$ cat src/rtl/rx_uart.sv
// UART receiver: 8N1 deframer, 16x oversampled on the shared baud tick.
// Rx is synchronized, the start bit is confirmed mid-bit, then data bits are
// sampled LSB first at mid-bit. The word, the frame-error flag and a
// one-clock done pulse are presented on registered outputs.
module rx_uart #(
    parameter int NB_DATA = 8,   // data bits per frame
    parameter int SB_TICK = 16,  // s_tick count spent in the stop state
    parameter int NB_SYNC = 2    // rx synchronizer depth (minimum 2)
) (
    input  logic               clock,
    input  logic               reset,         // asynchronous, active-low
    input  logic               rx,
    input  logic               s_tick,
    output logic [NB_DATA-1:0] dout,
    output logic               rx_done_tick,
    output logic               frame_error,
    output logic               busy
);

    // A synchronizer shorter than two stages is not a synchronizer.
    localparam int SYNC_W = (NB_SYNC < 2) ? 2 : NB_SYNC;
    localparam int NB_CNT = (NB_DATA > 1) ? $clog2(NB_DATA) : 1;

    localparam logic [3:0]        S_MID    = 4'd7;
    localparam logic [3:0]        S_LAST   = 4'd15;
    localparam logic [3:0]        S_STOP   = 4'(SB_TICK - 1);
    localparam logic [NB_CNT-1:0] N_LAST   = NB_CNT'(NB_DATA - 1);

    typedef enum logic [1:0] {
        IDLE,
        START,
        DATA,
        STOP
    } state_t;

    // ---------------------------------------------------------------------
    // Input synchronizer
    // ---------------------------------------------------------------------
    logic [SYNC_W-1:0] sync_q, sync_d;
    logic              rx_s;

    // Next synchronizer contents: shift rx in at the bottom.
    always_comb begin
        sync_d = {sync_q[SYNC_W-2:0], rx};
    end

    // Synchronizer flops; they reset to the idle-line level so reset does not
    // look like a start bit.
    always_ff @(posedge clock or negedge reset) begin
        if (!reset) begin
            sync_q <= '1;
        end else begin
            // NOTE: sequential state uses non-blocking assignments so every
            // flop samples the pre-edge values of the others.
            sync_q <= sync_d;
        end
    end

    assign rx_s = sync_q[SYNC_W-1];

    // ---------------------------------------------------------------------
    // Deframing FSM
    // ---------------------------------------------------------------------
    state_t              state_q, state_d;
    logic [3:0]          s_cnt_q, s_cnt_d;
    logic [NB_CNT-1:0]   n_cnt_q, n_cnt_d;
    logic [NB_DATA-1:0]  shift_q, shift_d;
    logic [NB_DATA-1:0]  dout_q, dout_d;
    logic                done_q, done_d;
    logic                fe_q, fe_d;

    // Next-state logic: everything advances only on s_tick, except leaving
    // IDLE, which reacts to the falling edge on the very next clock.
    always_comb begin
        // NOTE: every signal gets a default first so no path leaves one
        // unassigned, which would infer a latch.
        state_d = state_q;
        s_cnt_d = s_cnt_q;
        n_cnt_d = n_cnt_q;
        shift_d = shift_q;
        dout_d  = dout_q;
        fe_d    = fe_q;
        done_d  = 1'b0;

        unique case (state_q)
            IDLE: begin
                if (!rx_s) begin
                    state_d = START;
                    s_cnt_d = '0;
                end
            end

            START: begin
                if (s_tick) begin
                    if (s_cnt_q == S_MID) begin
                        if (!rx_s) begin
                            // Still low at mid start bit: a real frame.
                            state_d = DATA;
                            s_cnt_d = '0;
                            n_cnt_d = '0;
                        end else begin
                            // Line went back high: a glitch, drop it silently.
                            state_d = IDLE;
                        end
                    end else begin
                        s_cnt_d = s_cnt_q + 4'd1;
                    end
                end
            end

            DATA: begin
                if (s_tick) begin
                    if (s_cnt_q == S_LAST) begin
                        s_cnt_d = '0;
                        // LSB arrives first, so shift in from the top.
                        shift_d = NB_DATA'({rx_s, shift_q} >> 1);
                        if (n_cnt_q == N_LAST) begin
                            state_d = STOP;
                        end else begin
                            n_cnt_d = n_cnt_q + 1'b1;
                        end
                    end else begin
                        s_cnt_d = s_cnt_q + 4'd1;
                    end
                end
            end

            STOP: begin
                if (s_tick) begin
                    if (s_cnt_q == S_STOP) begin
                        // Mid stop bit: deliver the word even if the stop bit
                        // is bad, and go back to hunting for the next start.
                        state_d = IDLE;
                        dout_d  = shift_q;
                        fe_d    = ~rx_s;
                        done_d  = 1'b1;
                    end else begin
                        s_cnt_d = s_cnt_q + 4'd1;
                    end
                end
            end

            default: begin
                state_d = IDLE;
            end
        endcase
    end

    // FSM state, counters and registered outputs.
    always_ff @(posedge clock or negedge reset) begin
        if (!reset) begin
            state_q <= IDLE;
            s_cnt_q <= '0;
            n_cnt_q <= '0;
            shift_q <= '0;
            dout_q  <= '0;
            fe_q    <= 1'b0;
            done_q  <= 1'b0;
        end else begin
            state_q <= state_d;
            s_cnt_q <= s_cnt_d;
            n_cnt_q <= n_cnt_d;
            shift_q <= shift_d;
            dout_q  <= dout_d;
            fe_q    <= fe_d;
            done_q  <= done_d;
        end
    end

    assign dout         = dout_q;
    assign rx_done_tick = done_q;
    assign frame_error  = fe_q;
    assign busy         = (state_q != IDLE);

endmodule

$ cat config.mk
export PLATFORM = sky130hd
export DESIGN_NAME = rx_uart
export DESIGN_NICKNAME = d
export VERILOG_FILES = /design/src/rtl/rx_uart.sv
export SDC_FILE = /design/constraint.sdc
export NUM_CORES = 1
export LEC_CHECK = 0
export BUFFER_PORTS_ARGS = -buffer_cell sky130_fd_sc_hd__buf_4
export CAP_MARGIN = 0
export CORE_UTILIZATION = 45
export CTS_CLUSTER_DIAMETER = 40
export DETAILED_ROUTE_END_ITERATION = 10
export GPL_ROUTABILITY_DRIVEN = 0
export PLACE_DENSITY = 0.74
export SYNTH_ARGS = -nofsm -noshare
export SYNTH_HDL_FRONTEND = slang
export SYNTH_SLANG_ARGS = --single-unit
$ cat constraint.sdc
create_clock -name clock -period 2.3 [get_ports clock]
set_input_delay 0.23 -clock clock [delete_from_list [all_inputs] [get_ports clock]]
set_output_delay 0.23 -clock clock [all_outputs]
set_load 0.01 [all_outputs]
======== Word-level counts from Yosys, hierarchy flattened ========
Cells that the tools add are included.
word-level totals
  input port bits ......................... 4
  register bits ........................... 29
  output and inout bits ................... 11
  logic and storage cells ................. 64
cells by class
  muxes and demuxes ....................... 28
  $add $sub $neg .......................... 2
  reduce and logical (&&, ||, !) cells .... 8
  bitwise logic cells ..................... 1
  equality and inequality tests ........... 17
operators with widths
  operator               number
  $mux W4                7
  $ne A2 B2 Y1 const B   11
  $mux W2                9
  $mux W3                6
  $pmux W4 S4            1
  $pmux W2 S4            1
  $reduce_and A8 Y1      1
  $reduce_and A7 Y1      1
  $pmux W3 S2            1
  $reduce_and A3 Y1      2
  $add A4 B1 Y4 const B  1
  $eq A2 B2 Y1 const B   2
  $eq A4 B3 Y1 const B   1
  $eq A4 B4 Y1 const B   1
  $reduce_and A4 Y1      1
  $reduce_bool A2 Y1     2
  $add A3 B1 Y3 const B  1
  $eq A3 B3 Y1 const B   1
  $mux W1                3
  $eq A2 B1 Y1 const B   1
  $logic_not A2 Y1       1
  $not A1 Y1             1

======== Longest topological paths before layout ========
Gate-level depths: netlist of the first run.
  depth after elaboration ................. 5
  gate-level depth with buffers ........... 6
  mapped depth without buffers ............ 5

======== Least setup slack after synthesis of the first run ========
OpenSTA, ideal clock, no wires.
  path type ............................... register to register
  start point ............................. register s_cnt_q[0]
  end point ............................... register shift_q[0]
  setup time .............................. 0.125 ns
  period minus slack after synthesis ...... 1.637 ns
  stages on the path, launching flop included .. 6
  path buffers ............................ 1
  required time ........................... 2.175 ns
  setup slack ............................. 0.663 ns
  arrival time ............................ 1.512 ns
  cells stage by stage .................... dfrtp_1 ha_1 buf_4 nand4_4 nor3b_4 mux2_2
on the way
  cells in the longest elaborated chain, start to end .. 2
ends and longest elaborated chain
  what                         line  RTL
  from (decl)                  65    logic [3:0] s_cnt_q, s_cnt_d;
  from (signal assigned)       161   s_cnt_q <= s_cnt_d;
  $eq A4 B4 Y1                 113   if (s_cnt_q == S_LAST) begin
  $reduce_and A3 Y1 (no line)  --
  to (signal assigned)         163   shift_q <= shift_d;
  to (decl)                    67    logic [NB_DATA-1:0] shift_q, shift_d;
No other way between the ends.
A chain may end at the register's enable or synchronous reset.

======== Final worst setup path of the first run ========
  start point ............................. register s_cnt_q[0]
  end point ............................... register shift_q[5]
Same word-level chain as after synthesis.

==> run_results.csv, run 1 <==
group,metric,value,unit
setup_path,worst-path-max-fanout,9,
clocking,cts_resized,0,
layout,stdcell_area,0.00149,mm2
detailed_routing,wire_per_inst,13.8,um
synthesis,synth_area_leaders,"dfrtp_1, mux2_2, dfstp_2",
global_route,antenna_found_initial,0,
detailed_routing,via_count,815,
clocking,post_cts_buffers,0,
detailed_routing,via_per_inst,5.62,
clocking,clockBufferDepth,2,
synthesis,synth_top_area_cell,"dfrtp_1",
synthesis,synthDistinctLibCells,32,
clocking,cts-root-buf,"clkbuf_4",
detailed_routing,drt_iter0_markers,15,
floorplan,rows,19,
synthesis,netlist_area,0.00132,mm2
global_route,grt_pass1_vias,837,
floorplan,dieArea,0.00316,mm2
detailed_routing,ant_nets,0,
synthesis,yosysTopAreaCellShare,0.510,
layout,drive_above_1_share,0.386,
flow_run,maxCapViolCount,0,
synthesis,ys_ff_latch,29,
sta,timing.final.crit_share,0.814,
sta,finalSetupTns,0,ns
setup_path,end_kind,"register",
global_route,met1_usage,0.197,
sta,report.final.slew_viol_count,0,
pwr,leakage,0.731,nW
status,status,"completed",
clocking,postCtsHoldBufs,1,
global_route,grt_usage,0.155,
global_route,grt_overflow,0,
sta,final.min_clock_period,1.87,ns
setup_path,crit_required,2.52,ns
global_route,grt_pass1_wl,3680,um
layout,area_delta_synth_final,12.2,%
synthesis,synthesis.nets,103,
clocking,cts.sinks,29,
detailed_routing,first_pass_iters,4,
floorplan,initial_utilization,0.476,
floorplan,die_h,56.2,um
clocking,clk_transition_reported_paths,0.09,ns
layout,antenna_cells,0,
detailed_routing,drc,0,
setup_path,crit_type,"register to register",
sta,hold_ws,0.326,ns
clocking,cts_max_level,2,
synthesis,yosysWarnings,0,
setup_path,setup.worst_path.start_class,"register",
placement,placed_area,0.00141,mm2
setup_path,cp_num_buf_inv,0,
global_route,grt_max_degree,30,
sta,fmax,0.534,GHz
placement,portBuffers,14,
floorplan,coreArea,0.00278,mm2
setup_path,slowest_delay,0.45,ns
pwr,vdd_drop_max,0.470,mV
pwr,powerDensity,836,mW/mm2
sta,slew_headroom,0.703,
synthesis,synthCells,96,
clocking,cts_tree,"yes",
global_route,met2_usage,0.233,
sta,rsz0062_at_grt,"false",
clocking,cts-buffers-inserted,5,
layout,layout_commonest_cell,"dfrtp_1",
sta,finClkSkew,0.0125,ns
setup_path,crit_family,"simple AND/OR/NAND/NOR gates",
setup_path,worst_ep_arrival_time,2.09,ns
min_path,hold_class,"input pin to register",
layout,finalNetCount,120,
floorplan,io_pins,15,
floorplan,die_w,56.2,um
synthesis,postSynthAreaPerCell,13.8,um2
synthesis,synth_seq_area_share,0.550,
setup_path,crit_chain,"ha_1, nand4_4, nor3b_4, mux2_2",
sta,setup_viol,0,
global_route,grt_use_met3,0.0442,
sta,worstMarginPinSlew,0.445,ns
layout,final_cell_mix,"dfrtp_1, mux2_2, buf_4",
pwr,finalPower,0.00124,W
detailed_routing,finalWirelength,2000,um
setup_path,cp_slowest_cell,"nor3b_4",
clocking,clk_latency,0.32,ns
global_route,top_usage_layer,"met2",
placement,dp_hpwl,1370,um
sta,hold_viol,0,
kinds of logic (layout without fill, tap and decap cells):
logic type | after synthesis | after routing | share of synthesized area
flip-flops | 29 | 29 | 0.550
multiplexers | 20 | 20 | 0.168
AND/OR/NAND/NOR | 19 | 19 | 0.104
AO/OA/AOI/OAI | 17 | 17 | 0.103
buffers and inverters | 8 | 26 | 0.0463
adder cells (fa/ha/maj) | 3 | 3 | 0.0284
per-layer routing:
layer  wire (um)  vias up
li1            -      394
met1         961      399
met2         922       15
met3          64        7
met4          51        0
met5           0        -
worst register-to-register path, cell delays in order, from the launching register on:
cell,delay [ns]
dfrtp_1,0.38
ha_1,0.36
nand4_4,0.20
nor3b_4,0.45
mux2_2,0.39
final cells by class:
cell class	instances	area (um2)
repair buffers	16	125
clock buffers	6	41.3
clock inverters	2	10.0
fillers	253	1300
well taps	31	38.8
flip-flops and latches	29	728
multi-input cells	59	534
inverters	2	7.51
stage by stage:
stage          setup WS [ns]   util  std cells
3_5_place_dp           0.391  0.508        135
5_1_grt                0.252  0.534        145
4_1_cts                0.391  0.530        144
2_1_floorplan          0.663      -         96
3_3_place_gp           0.462  0.508        135
6_report               0.427  0.534        145
cell usage after synthesis, drive strengths merged:
cell type / n
a21oi: 1
a221o: 2
a22o: 5
a32o: 1
and2b: 1
and3b: 1
buf: 6
dfrtp: 27
dfstp: 2
ha: 3
inv: 2
mux2: 18
mux2i: 2
nand2: 3
nand3: 2
nand3b: 1
nand4: 2
nor2: 4
nor3: 1
nor3b: 2
nor4: 1
nor4bb: 1
o2111ai: 1
o21ai: 3
o22a: 1
o2bb2ai: 2
o31ai: 1
flip-flops by register name (all words and copies together), names as in the netlist, named ones only:
register,flops
dout,8
frame_error,1
n_cnt_q,3
rx_done_tick,1
s_cnt_q,4
shift_q,8
state_q,1
sync_q,2
path summary, 6_finish.rpt:
kind,from,to,slack [ns],cells after the start
setup / recovery,s_cnt_q[0],shift_q[5],0.43,4
hold / removal,s_tick,frame_error,0.33,3
setup reg to reg,s_cnt_q[0],shift_q[5],0.43,4
hold reg to reg,sync_q[0],sync_q[1],0.36,0
max in group asynchronous,reset,sync_q[0],1.63,2
min in group asynchronous,reset,dout[2],0.35,2
report_power, final:
| part | leakage, nW | switching, W | internal, W | total, W |
|---|---|---|---|---|
| Sequential | 0.382 | 0.0000980 | 0.000568 | 0.000666 |
| Clock | 0.0320 | 0.000167 | 0.000116 | 0.000283 |
| Combinational | 0.317 | 0.000139 | 0.000153 | 0.000292 |
| Total | 0.731 | 0.000405 | 0.000837 | 0.00124 |
Power figures use the tool's default switching activity.
==> run 2: changes to the inputs <==
- ABC_AREA: default -> 1
- clock period: 2.3 -> 1.8 ns (I/O delays scaled with it)
==> run_results.csv, run 2 <==
group,metric,value,unit
status,status,"completed",
setup_path,rr_endpoint,"s_cnt_q[0]",
sta,report.final.slew_viol_count,0,
sta,finClkSkew,0.0111,ns
floorplan,coreArea,0.00281,mm2
setup_path,path_common_cell,"nand2_1",
pwr,vdd_drop_max,0.790,mV
detailed_routing,wl_met1,1090,um
setup_path,reg2reg_slack,0.21,ns
sta,finalSetupTns,0,ns
detailed_routing,ant_nets,0,
synthesis,yosysMostFrequentCell,"nand2_1",
clocking,cts_max_level,2,
floorplan,rows,19,
synthesis,synth-compound-area-share,0.0776,
synthesis,muxShareOfSynthArea,0,
clocking,cts-buffers-inserted,5,
detailed_routing,via_count,1046,
layout,antenna_cells,0,
synthesis,yosysTopAreaCellShare,0.499,
setup_path,critPathLaunch,"s_cnt_q[0]",
synthesis,synthSimpleGateAreaFrac,0.275,
min_path,hold_class,"input pin to async pin",
synthesis,synth_area_leaders,"dfrtp_1, nand2_1, o21ai_0",
placement,portBuffers,14,
detailed_routing,via_per_inst,4.96,
setup_path,slowest_delay,0.42,ns
global_route,grt_usage,0.175,
flow_run,maxCapViolCount,0,
layout,area_delta_synth_final,14.8,%
sta,setup_viol,0,
setup_path,worst_ep_arrival_time,1.80,ns
sta,worstMarginPinSlew,0.481,ns
sta,final.min_clock_period,1.59,ns
detailed_routing,dr_wl_met2,1100,um
floorplan,initial_utilization,0.483,
global_route,antenna_found_initial,0,
sta,rsz0062_at_grt,"false",
global_route,grt_max_degree,30,
global_route,grt_pass1_vias,980,
global_route,grt_pass1_wl,4170,um
synthesis,synthCells,158,
placement,dp_hpwl,1730,um
setup_path,r2r_start,"s_cnt_q[0]",
clocking,cts-root-buf,"clkbuf_4",
synthesis,synthArstFlopShare,1.00,
pwr,finalPower,0.00177,W
floorplan,io_pins,15,
layout,final_cell_mix,"nand2_1, dfrtp_1, inv_1",
setup_path,crit_type,"register to register",
detailed_routing,met3_wirelength,95,um
setup_path,crit_chain,"ha_1, nand3_4, nor2_2, a21oi_1, nand2_1, nand2_1, nand2_1",
sta,timing.final.crit_share,0.882,
setup_path,cp_slowest_cell,"dfrtp_1",
setup_path,worst-path-max-fanout,5,
setup_path,crit_end,"s_cnt_q[0]",
synthesis,yosysWarnings,0,
synthesis,yosys-top-cells-count,"nand2_1, dfrtp_1, inv_1",
setup_path,crit_required,2.01,ns
pwr,leakage,0.813,nW
synthesis,postSynthAreaPerCell,8.57,um2
pwr,powerDensity,1140,mW/mm2
clocking,cts_tree,"yes",
clocking,post_cts_buffers,0,
clocking,cts_resized,0,
clocking,cts.sinks,29,
synthesis,synth_top_area_cell,"dfrtp_1",
layout,post-route-util,0.554,
synthesis,synthesis.nets,165,
sta,fmax,0.630,GHz
synthesis,netlist_area,0.00135,mm2
floorplan,dieArea,0.00323,mm2
detailed_routing,finalWirelength,2330,um
layout,drive_above_1_share,0.189,
global_route,grt_overflow,0,
detailed_routing,wire_per_inst,11.0,um
synthesis,synthDistinctLibCells,20,
layout,finalNetCount,186,
floorplan,die_w,56.9,um
clocking,clk_transition_reported_paths,0.09,ns
synthesis,synth_enable_flop_cells,0,
setup_path,reg2reg_depth,7,
sta,slew_headroom,0.678,
detailed_routing,drt_iter0_markers,30,
clocking,clk_latency,0.32,ns
synthesis,ys_ff_latch,29,
detailed_routing,drc,0,
detailed_routing,first_pass_iters,4,
synthesis,ys.flop_type,"dfrtp_1",
detailed_routing,dr.max_layer_used,"met4",
floorplan,die_h,56.9,um
synthesis,synth_seq_area_share,0.538,
synthesis,synth_top_family_by_area,"simple AND/OR/NAND/NOR gates",
synthesis,synth_xor_area_frac,0.00647,
setup_path,end_kind,"register",
clocking,clockBufferDepth,2,
sta,hold_ws,0.310,ns
sta,hold_viol,0,
placement,dp_cells,201,
layout,layout_commonest_cell,"nand2_1",
synthesis,yosys.area_share.adder,0.0277,
setup_path,setup.worst_path.start_class,"register",
layout,stdcell_count,211,
run 2: cell count changes after synthesis, sizes merged, moves of 4 or more:
cell	before	now
a22o	5	0
buf	6	2
inv	2	21
mux2	18	0
nand2	3	60
nand3	2	9
o21ai	3	20
run 2: repair_timing:
item                                    CTS  global route
hold buffers                              2             0
endpoints found under the hold margin    28             0
endpoints found under the setup margin    0             0
run 2: per-layer routing:
metal  GRT usage  vias up
met5           0        -
met4      0.0941        0
met3      0.0622        5
met2       0.276       18
met1       0.208      480
li1            -      543
run 2: worst min-delay path by stage:
stage            from          to  cells past startpoint
2_1_floorplan   reset   async pin                      0
3_3_place_gp    reset  n_cnt_q[2]                      1
3_5_place_dp    reset  n_cnt_q[2]                      1
4_1_cts        s_tick    register                      5
5_1_grt         reset  n_cnt_q[2]                      2
6_report        reset  n_cnt_q[2]                      2
run 2: critical path, delay by kind of cell (launching register included):
family	cells	cell delay [ns]
and+or+nand+nor	5	0.50
DFF	1	0.42
AOI/OAI and AO/OA	1	0.29
adders and majority gates	1	0.28
run 2: layout make-up:
type	count	area (um2)
clock buffer	8	58.8
fill	254	1250
inverter	21	78.8
multi-input combinational	106	524
sequential	29	728
tap	31	38.8
timing repair buffer	16	125
run 2: kinds of logic (layout without fill, tap and decap cells):
kind of cell               count (synthesis)  after routing
AOI/OAI and AO/OA                         21             21
xor gates and xnor gates                   1              1
adders and majority gates                  3              3
buffers and inverters                     23             45
DFF                                       29             29
and+or+nand+nor                           81             81
run 2: through the flow:
| stage | setup WS, ns | instance area (um2) |
|---|---|---|
| 5_1_grt | 0.0551 | 1550 |
| 2_1_floorplan | 0.381 | 1350 |
| 6_report | 0.212 | 1550 |
| 3_5_place_dp | 0.211 | 1480 |
| 4_1_cts | 0.213 | 1550 |
| 3_3_place_gp | 0.258 | 1480 |
run 2: report_power, final:
part / internal [W] / switching (W)
clock: 0.000192 / 0.000204
combinational: 0.000189 / 0.000352
sequential: 0.000733 / 0.0000957
==> run 3: changes to the inputs <==
- CORE_ASPECT_RATIO: default -> 1.4
- PLACE_DENSITY: 0.74 -> 0.72
==> run_results.csv, run 3 (same netlist as run 2, synthesis figures left out) <==
group,metric,value,unit
status,status,"completed",
sta,hold_viol,0,
clocking,clk_transition_reported_paths,0.06,ns
setup_path,rr_endpoint,"s_cnt_q[0]",
detailed_routing,met3_wirelength,111,um
setup_path,worst_ep_arrival_time,1.76,ns
floorplan,die_w,48.4,um
layout,drive_above_1_share,0.199,
global_route,grt_pass1_wl,4390,um
floorplan,die_h,66.9,um
detailed_routing,dr.max_layer_used,"met4",
sta,setup_viol,0,
pwr,p_seq_frac,0.402,
detailed_routing,dr_wl_met2,1200,um
layout,fillers,254,
detailed_routing,drc,0,
layout,final_cell_mix,"nand2_1, dfrtp_1, inv_1",
pwr,p_sw_frac,0.336,
global_route,antenna_found_initial,0,
layout,finalNetCount,187,
detailed_routing,drt_iter0_markers,23,
setup_path,crit_required,1.97,ns
setup_path,path_common_cell,"nand2_1",
pwr,vdd_drop_max,1.14,mV
global_route,grt_pass1_vias,964,
setup_path,reg2reg_slack,0.22,ns
floorplan,dieArea,0.00323,mm2
setup_path,crit_chain,"ha_1, nand3_4, nor2_2, a21oi_1, nand2_1, nand2_1, nand2_1",
clocking,cts-root-buf,"clkbuf_8",
pwr,powerDensity,1270,mW/mm2
sta,slew_headroom,0.760,
sta,finClkSkew,0.00352,ns
floorplan,io_pins,15,
min_path,hold_class,"input pin to register",
flow_run,maxCapViolCount,0,
layout,area_delta_synth_final,20.1,%
clocking,clockBufferDepth,2,
clocking,cts.sinks,29,
min_path,min-delay-start,"s_tick",
pwr,switchingPower,0.000695,W
clocking,cts_resized,0,
clocking,cts-buffers-inserted,5,
setup_path,crit_type,"register to register",
setup_path,reg2reg_depth,7,
layout,layout_commonest_cell,"nand2_1",
clocking,post_cts_buffers,0,
setup_path,r2r_start,"s_cnt_q[0]",
placement,placed_area,0.00149,mm2
global_route,grt_max_degree,30,
detailed_routing,wire_per_inst,11.2,um
floorplan,initial_utilization,0.475,
setup_path,cp_slowest_cell,"dfrtp_1",
pwr,internal_power,0.00137,W
detailed_routing,finalWirelength,2430,um
detailed_routing,via_count,1054,
detailed_routing,via_per_inst,4.83,
sta,rsz0062_at_grt,"false",
pwr,leakage,0.845,nW
min_path,hold_depth,3,
clocking,clk_latency,0.28,ns
pwr,combPwrFrac,0.260,
floorplan,rows,23,
sta,final.min_clock_period,1.58,ns
setup_path,end_kind,"register",
setup_path,slowest_delay,0.41,ns
clocking,cts_tree,"yes",
pwr,clockPowerShare,0.338,
global_route,grt_usage,0.188,
placement,portBuffers,14,
clocking,postCtsHoldBufs,2,
placement,dp_cells,208,
layout,antenna_cells,0,
sta,fmax,0.631,GHz
floorplan,coreArea,0.00285,mm2
global_route,grt_overflow,0,
detailed_routing,first_pass_iters,4,
detailed_routing,ant_nets,0,
detailed_routing,wl_met1,1070,um
sta,finalSetupTns,0,ns
sta,worstMarginPinSlew,0.360,ns
clocking,cts_max_level,2,
layout,stdcell_count,218,
sta,report.final.slew_viol_count,0,
min_path,min_to,"rx_done_tick",
placement,dp_hpwl,1760,um
sta,timing.final.crit_share,0.880,
setup_path,worst-path-max-fanout,5,
layout,stdcell_area,0.00163,mm2
setup_path,setup.worst_path.start_class,"register",
-- run 3: per-layer routing --
metal,up-vias,GRT usage
met5,-,0
met4,0,0.0993
met3,5,0.0685
met2,19,0.305
met1,490,0.218
li1,540,-
-- run 3: power by group through the flow --
stage | Sequential [W] | Clock, W | Combinational [W]
global placement | 0.000837 | 0 | 0.000520
CTS | 0.000832 | 0.000717 | 0.000543
floorplan | 0.000822 | 0 | 0.000418
finish | 0.000832 | 0.000698 | 0.000538
detailed placement | 0.000844 | 0 | 0.000537
global route | 0.000847 | 0.000739 | 0.000626
-- run 3: area by class of cell --
| cell class | count | area [um2] | share of cell area |
|---|---|---|---|
| sequential | 29 | 728 | 0.448 |
| multi-input combinational | 106 | 524 | 0.322 |
| timing repair buffer | 17 | 133 | 0.0815 |
| clock buffer | 7 | 86.3 | 0.0531 |
| inverter | 21 | 78.8 | 0.0485 |
| tap | 37 | 46.3 | 0.0285 |
| clock inverter | 1 | 30.0 | 0.0185 |
-- run 3: worst max-delay path by stage --
stage               start    endpoint  depth (start not counted)
4_1_cts        s_cnt_q[0]  s_cnt_q[0]                          7
5_1_grt        s_cnt_q[0]  s_cnt_q[0]                          7
6_report       s_cnt_q[0]  s_cnt_q[0]                          7
2_1_floorplan  s_cnt_q[0]  s_cnt_q[2]                          7
3_5_place_dp   s_cnt_q[0]  s_cnt_q[0]                          7
3_3_place_gp   s_cnt_q[0]  s_cnt_q[2]                          7
-- run 3: worst max-delay path, delay by kind of cell, from the launching register on --
kind                     cells  cell delay [ns]
adder cells (fa/ha/maj)      1             0.28
flip-flops                   1             0.41
AND/OR/NAND/NOR              5             0.51
AO/OA/AOI/OAI                1             0.27
-- run 3: per-stage QoR --
stage	setup WS, ns	hold WS, ns	util	total power (W)
after detailed placement	0.222	0.122	0.523	0.00138
after CTS	0.208	0.342	0.571	0.00209
after global routing	0.0363	0.367	0.571	0.00221
final	0.216	0.334	0.571	0.00207
after floorplan	0.381	-0.116	-	0.00124
after global placement	0.294	0.119	0.523	0.00136
